`config.mk`:
```
export PLATFORM = sky130hd
export DESIGN_NAME = uart_txd
export DESIGN_NICKNAME = d
export VERILOG_FILES = /design/src/rtl/uart_pkg.sv /design/src/rtl/uart_txd.sv
export SDC_FILE = /design/constraint.sdc
export NUM_CORES = 1
export LEC_CHECK = 0
export BUFFER_PORTS_ARGS = -buffer_cell sky130_fd_sc_hd__buf_2
export CAP_MARGIN = 20
export CORE_MARGIN = 3
export CORE_UTILIZATION = 40
export CTS_CLUSTER_DIAMETER = 40
export DETAILED_ROUTE_END_ITERATION = 8
export GPL_ROUTABILITY_DRIVEN = 0
export PLACE_DENSITY = 0.69
export SKIP_LAST_GASP = 1
export SLEW_MARGIN = 5
export SYNTH_ARGS = -nofsm -noshare
export SYNTH_HDL_FRONTEND = slang
export SYNTH_SLANG_ARGS = --single-unit
export TNS_END_PERCENT = 20
```
`constraint.sdc`:
```
create_clock -name uart_clk -period 4.2 [get_ports uart_clk]
set_clock_uncertainty 0.05 [all_clocks]
set_input_delay 0.21 -clock uart_clk [delete_from_list [all_inputs] [get_ports uart_clk]]
set_output_delay 0.21 -clock uart_clk [all_outputs]
set_load 0.01 [all_outputs]
```
`src/rtl/uart_pkg.sv`:
```
// Shared UART definitions: frame data width and transmitter/receiver state encodings.
package uart_pkg;

    localparam int unsigned DATA_W    = 8;
    localparam int unsigned BIT_CNT_W = 3;

    typedef enum logic [2:0] {
        ST_IDLE   = 3'd0,
        ST_START  = 3'd1,
        ST_DATA   = 3'd2,
        ST_PARITY = 3'd3,
        ST_STOP   = 3'd4
    } uart_state_e;

endpackage

```
`src/rtl/uart_txd.sv`:
```
// UART transmitter: serialises one byte per accepted request as start, data LSB first,
// optional parity and one or two stop bits, advancing only on external baud pulses.
module uart_txd
    import uart_pkg::*;
#(
    parameter bit          PARITY_EN  = 1'b0,
    parameter bit          PARITY_ODD = 1'b0,
    parameter int unsigned STOP_BITS  = 1
) (
    input  logic              uart_clk,
    input  logic              uart_rst_n,
    input  logic              uart_tx_enable,
    input  logic              tx_baud_clk,
    input  logic              tx_start,
    input  logic [DATA_W-1:0] para_data,
    output logic              tx_ready,
    output logic              tx_clk_en,
    output logic              rs232_txd,
    output logic              tx_done
);

    localparam logic STOP_LAST = 1'(STOP_BITS - 1);

    uart_state_e          state;
    logic [DATA_W-1:0]    shift_reg;
    logic [BIT_CNT_W-1:0] bit_cnt;
    logic                 stop_cnt;
    logic                 parity_bit;

    // Frame sequencer; every output is a register updated with the state.
    always_ff @(posedge uart_clk or negedge uart_rst_n) begin
        if (!uart_rst_n) begin
            state      <= ST_IDLE;
            shift_reg  <= '0;
            bit_cnt    <= '0;
            stop_cnt   <= 1'b0;
            parity_bit <= 1'b0;
            tx_ready   <= 1'b1;
            tx_clk_en  <= 1'b0;
            rs232_txd  <= 1'b1;
            tx_done    <= 1'b0;
        end else begin
            tx_done <= 1'b0;
            case (state)
                ST_IDLE: begin
                    rs232_txd <= 1'b1;
                    tx_ready  <= 1'b1;
                    if (tx_ready && tx_start && uart_tx_enable) begin
                        shift_reg  <= para_data;
                        parity_bit <= (^para_data) ^ PARITY_ODD;
                        tx_ready   <= 1'b0;
                        tx_clk_en  <= 1'b1;
                        rs232_txd  <= 1'b0;
                        state      <= ST_START;
                    end
                end
                ST_START: begin
                    if (tx_baud_clk) begin
                        rs232_txd <= shift_reg[0];
                        shift_reg <= shift_reg >> 1;
                        state     <= ST_DATA;
                    end
                end
                ST_DATA: begin
                    if (tx_baud_clk) begin
                        // Counter wraps 7->0 on the way out so the next frame starts clean.
                        bit_cnt <= bit_cnt + BIT_CNT_W'(1);
                        if (bit_cnt == BIT_CNT_W'(DATA_W - 1)) begin
                            if (PARITY_EN) begin
                                rs232_txd <= parity_bit;
                                state     <= ST_PARITY;
                            end else begin
                                rs232_txd <= 1'b1;
                                state     <= ST_STOP;
                            end
                        end else begin
                            rs232_txd <= shift_reg[0];
                            shift_reg <= shift_reg >> 1;
                        end
                    end
                end
                ST_PARITY: begin
                    if (tx_baud_clk) begin
                        rs232_txd <= 1'b1;
                        state     <= ST_STOP;
                    end
                end
                ST_STOP: begin
                    if (tx_baud_clk) begin
                        if (stop_cnt == STOP_LAST) begin
                            stop_cnt  <= 1'b0;
                            tx_done   <= 1'b1;
                            tx_clk_en <= 1'b0;
                            state     <= ST_IDLE;
                        end else begin
                            stop_cnt <= stop_cnt + 1'b1;
                        end
                    end
                end
                default: begin
                    rs232_txd <= 1'b1;
                    tx_clk_en <= 1'b0;
                    state     <= ST_IDLE;
                end
            endcase
        end
    end

endmodule

```
==> run_results.csv <==
group,metric,value,unit
synthesis,synthAdderAreaFrac,0.0278,
run,cap_violations,0,
power,p_switching,315,uW
critical_path,crit_path_max_fanout,15,
global_route,overflow,0,
power,clockPowerShare,0.138,
power,leakagePower,0.000485,uW
synthesis,syn_area_per_cell,10.5,sq um
synthesis,synth-xor-area-share,0.0278,
sta,setup_viol,0,
synthesis,synth_seq_area_share,0.503,
cts,cts_made_buffers,3,
global_route,antenna_found_initial,0,
drt,drc,0,
synthesis,synthSimpleGateAreaFrac,0.128,
synthesis,synth-seq-cells,18,
critical_path,critPathKind,"reg2reg",
drt,viasPerCell,4.96,
sta,worstMarginPinSlew,0.584,ns
cts,post_cts_resized,0,
power,p_int,475,uW
drt,wirelength,1500,um
power,p_sw_frac,0.398,
cts,ctsRootBufferMaster,"clkbuf_4",
critical_path,path_buf_inv,0,
sta,tns,0,ns
sta,rsz0062_at_grt,"false",
synthesis,synth_nets,101,
global_route,grt_max_degree,19,
hold_path,hold_class,"in2reg",
critical_path,slowest_delay,0.41,ns
critical_path,path_cells,"ha_1 -> ha_1 -> o21ai_1 -> o2111ai_2 -> nand2_1 -> o21ai_1",
floorplan,initial_core_util,0.441,
sta,fin_ws,2.45,ns
floorplan,core,0.00204,sq mm
sta,max_slew_margin,0.610,
power,power.share.sequential,0.412,
cts,clk_latency,0.29,ns
global_route,grt_pass1_vias,562,
cts,cts-htree-levels,1,
synthesis,synth.mux.area_fraction,0.127,
cts,clk_path_buf_depth,2,
sta,slew_viol_final,0,
floorplan,ios,17,
sta,min_period,1.75,ns
drt,drtIter0Drc,8,
drt,routedWlPerCell,11.6,um
drt,vias,640,
layout,nets,118,
global_route,grt_usage,0.123,
layout,drive_above_1_share,0.265,
placed_design,io_buffers,16,
sta,hold_viol,0,
global_route,grt_pass1_wl,2500,um
sta,max_freq,572,MHz
cts,cts_tree,"done",
synthesis,yosysUniqueCellTypes,27,
floorplan,dieArea,0.00285,sq mm
critical_path,cp_top_family,"compound AO/OA/AOI/OAI gates",
run_status,outcome,"finished, final reports clean",
synthesis,synth_area,900,sq um
placed_design,hpwl,1100,um
floorplan,rows,16,
synthesis,synth-compound-area-share,0.135,
cts,clkTransAtPathRegs,0.11,ns
layout,layout_common_cells,"16 x dfrtp_1, 16 x buf_2, 11 x nand2_1",
placed_design,place_ws,2.44,ns
cts,numClockSinks,18,
drt,drt-pass1-iter-count,4,
critical_path,cp.arrival,1.86,ns
layout,postLayoutCellArea,0.00102,sq mm
synthesis,yosysWarnings,0,
critical_path,cp_slowest_cell,"dfrtp_1",
placed_design,postPlaceCellArea,978,sq um
critical_path,startpoint_type,"flip-flop",
sta,finalCritPeriodShare,0.416,
critical_path,endpoint_kind,"flip-flop",
layout,synthToLayoutAreaGrowth,13.9,%
floorplan,die_y,53.4,um
synthesis,synth_top_family_by_area,"compound AO/OA/AOI/OAI gates",
floorplan,die_w,53.4,um
layout,num_antenna_cells,0,
power,irDropWorstVdd,0.000351,V
layout,largest_register_ffs,8,
drt,ant_nets,0,
power,power_density,771,mW/mm^2
synthesis,postSynthCellCount,86,
critical_path,crit_required,4.32,ns
power,power_frac_comb,0.450,
[area by class of cell]
| class | count | area, sq um |
|---|---|---|
| clock buffer | 4 | 36.3 |
| inverter | 3 | 11.3 |
| tap | 27 | 33.8 |
| sequential | 18 | 453 |
| timing repair buffer | 17 | 90.1 |
| multi-input combinational | 60 | 400 |
| fill | 202 | 1020 |
[cell usage after synthesis]
cell type	instances	area, sq um
dfstp_2	2	52.6
buf_6	2	22.5
o21ai_0	3	15.0
nand2_1	11	41.3
mux2_2	1	11.3
dfrtp_1	16	400
inv_1	3	11.3
nand2b_1	1	6.26
and3_1	1	6.26
o21ai_1	8	40.0
o21ai_2	1	8.76
buf_2	1	5.00
nand3_1	3	15.0
a21oi_1	4	20.0
xnor2_2	1	16.3
nor2_4	1	11.3
xor2_1	1	8.76
mux2_1	2	22.5
ha_1	2	25.0
o22ai_1	2	12.5
o2111ai_2	1	15.0
nor3_1	2	10.0
clkbuf_1	2	7.51
nor2_1	5	18.8
a311o_1	1	10.0
mux2i_1	8	80.1
or3_1	1	6.26
[power groups by stage]
stage | registers, uW | logic [uW] | clock network [uW]
4_1_cts | 326 | 364 | 112
3_3_place_gp | 326 | 351 | 0
2_1_floorplan | 306 | 331 | 0
6_report | 326 | 356 | 109
3_5_place_dp | 329 | 362 | 0
5_1_grt | 338 | 414 | 121
[kinds of logic (layout without fill, tap and decap cells)]
logic type | Yosys count | count (layout)
DFF | 18 | 18
muxes | 11 | 11
and+or+nand+nor | 25 | 25
xor gates and xnor gates | 2 | 2
buffers and inverters | 8 | 24
adders and majority gates | 2 | 2
AOI/OAI and AO/OA | 20 | 20
[what timing repair did]
action                    in CTS  in global routing
hold endpoints to repair      16                  0
hold buffers                   1                  0
setup buffers                  0                  0
[worst paths after layout]
kind / startpoint / end / slack, ns / cells past startpoint
max reg2reg: bit_cnt[0] / shift_reg[5] / 2.45 / 6
max: bit_cnt[0] / shift_reg[5] / 2.45 / 6
min in group asynchronous: uart_rst_n / shift_reg[5] / 0.30 / 2
min reg2reg: rs232_txd / rs232_txd / 0.42 / 2
min: para_data[4] / shift_reg[4] / 0.13 / 3
max in group asynchronous: uart_rst_n / tx_ready / 3.48 / 2
[per-stage QoR]
step	hold WS, ns	utilization	total power, uW	cells
after global routing	0.134	0.502	872	129
after detailed placement	0.112	0.479	692	124
after global placement	0.111	0.479	676	124
final	0.134	0.502	790	129
after CTS	0.128	0.502	802	129
after floorplan	-0.136	-	637	86
[worst register-to-register path: cells and delay by family (launching register included)]
kind	cells	cell delay, ns
AOI/OAI and AO/OA	3	0.59
adders and majority gates	2	0.41
DFF	1	0.41
and+or+nand+nor	1	0.17
[layer usage]
layer / track usage / routed length (um) / up-vias
li1: - / - / 335
met4: 0.0638 / 10 / 0
met2: 0.180 / 712 / 6
met5: 0 / 0 / -
met3: 0.0338 / 48 / 2
met1: 0.164 / 729 / 297
(Power assumes the default switching activity.)
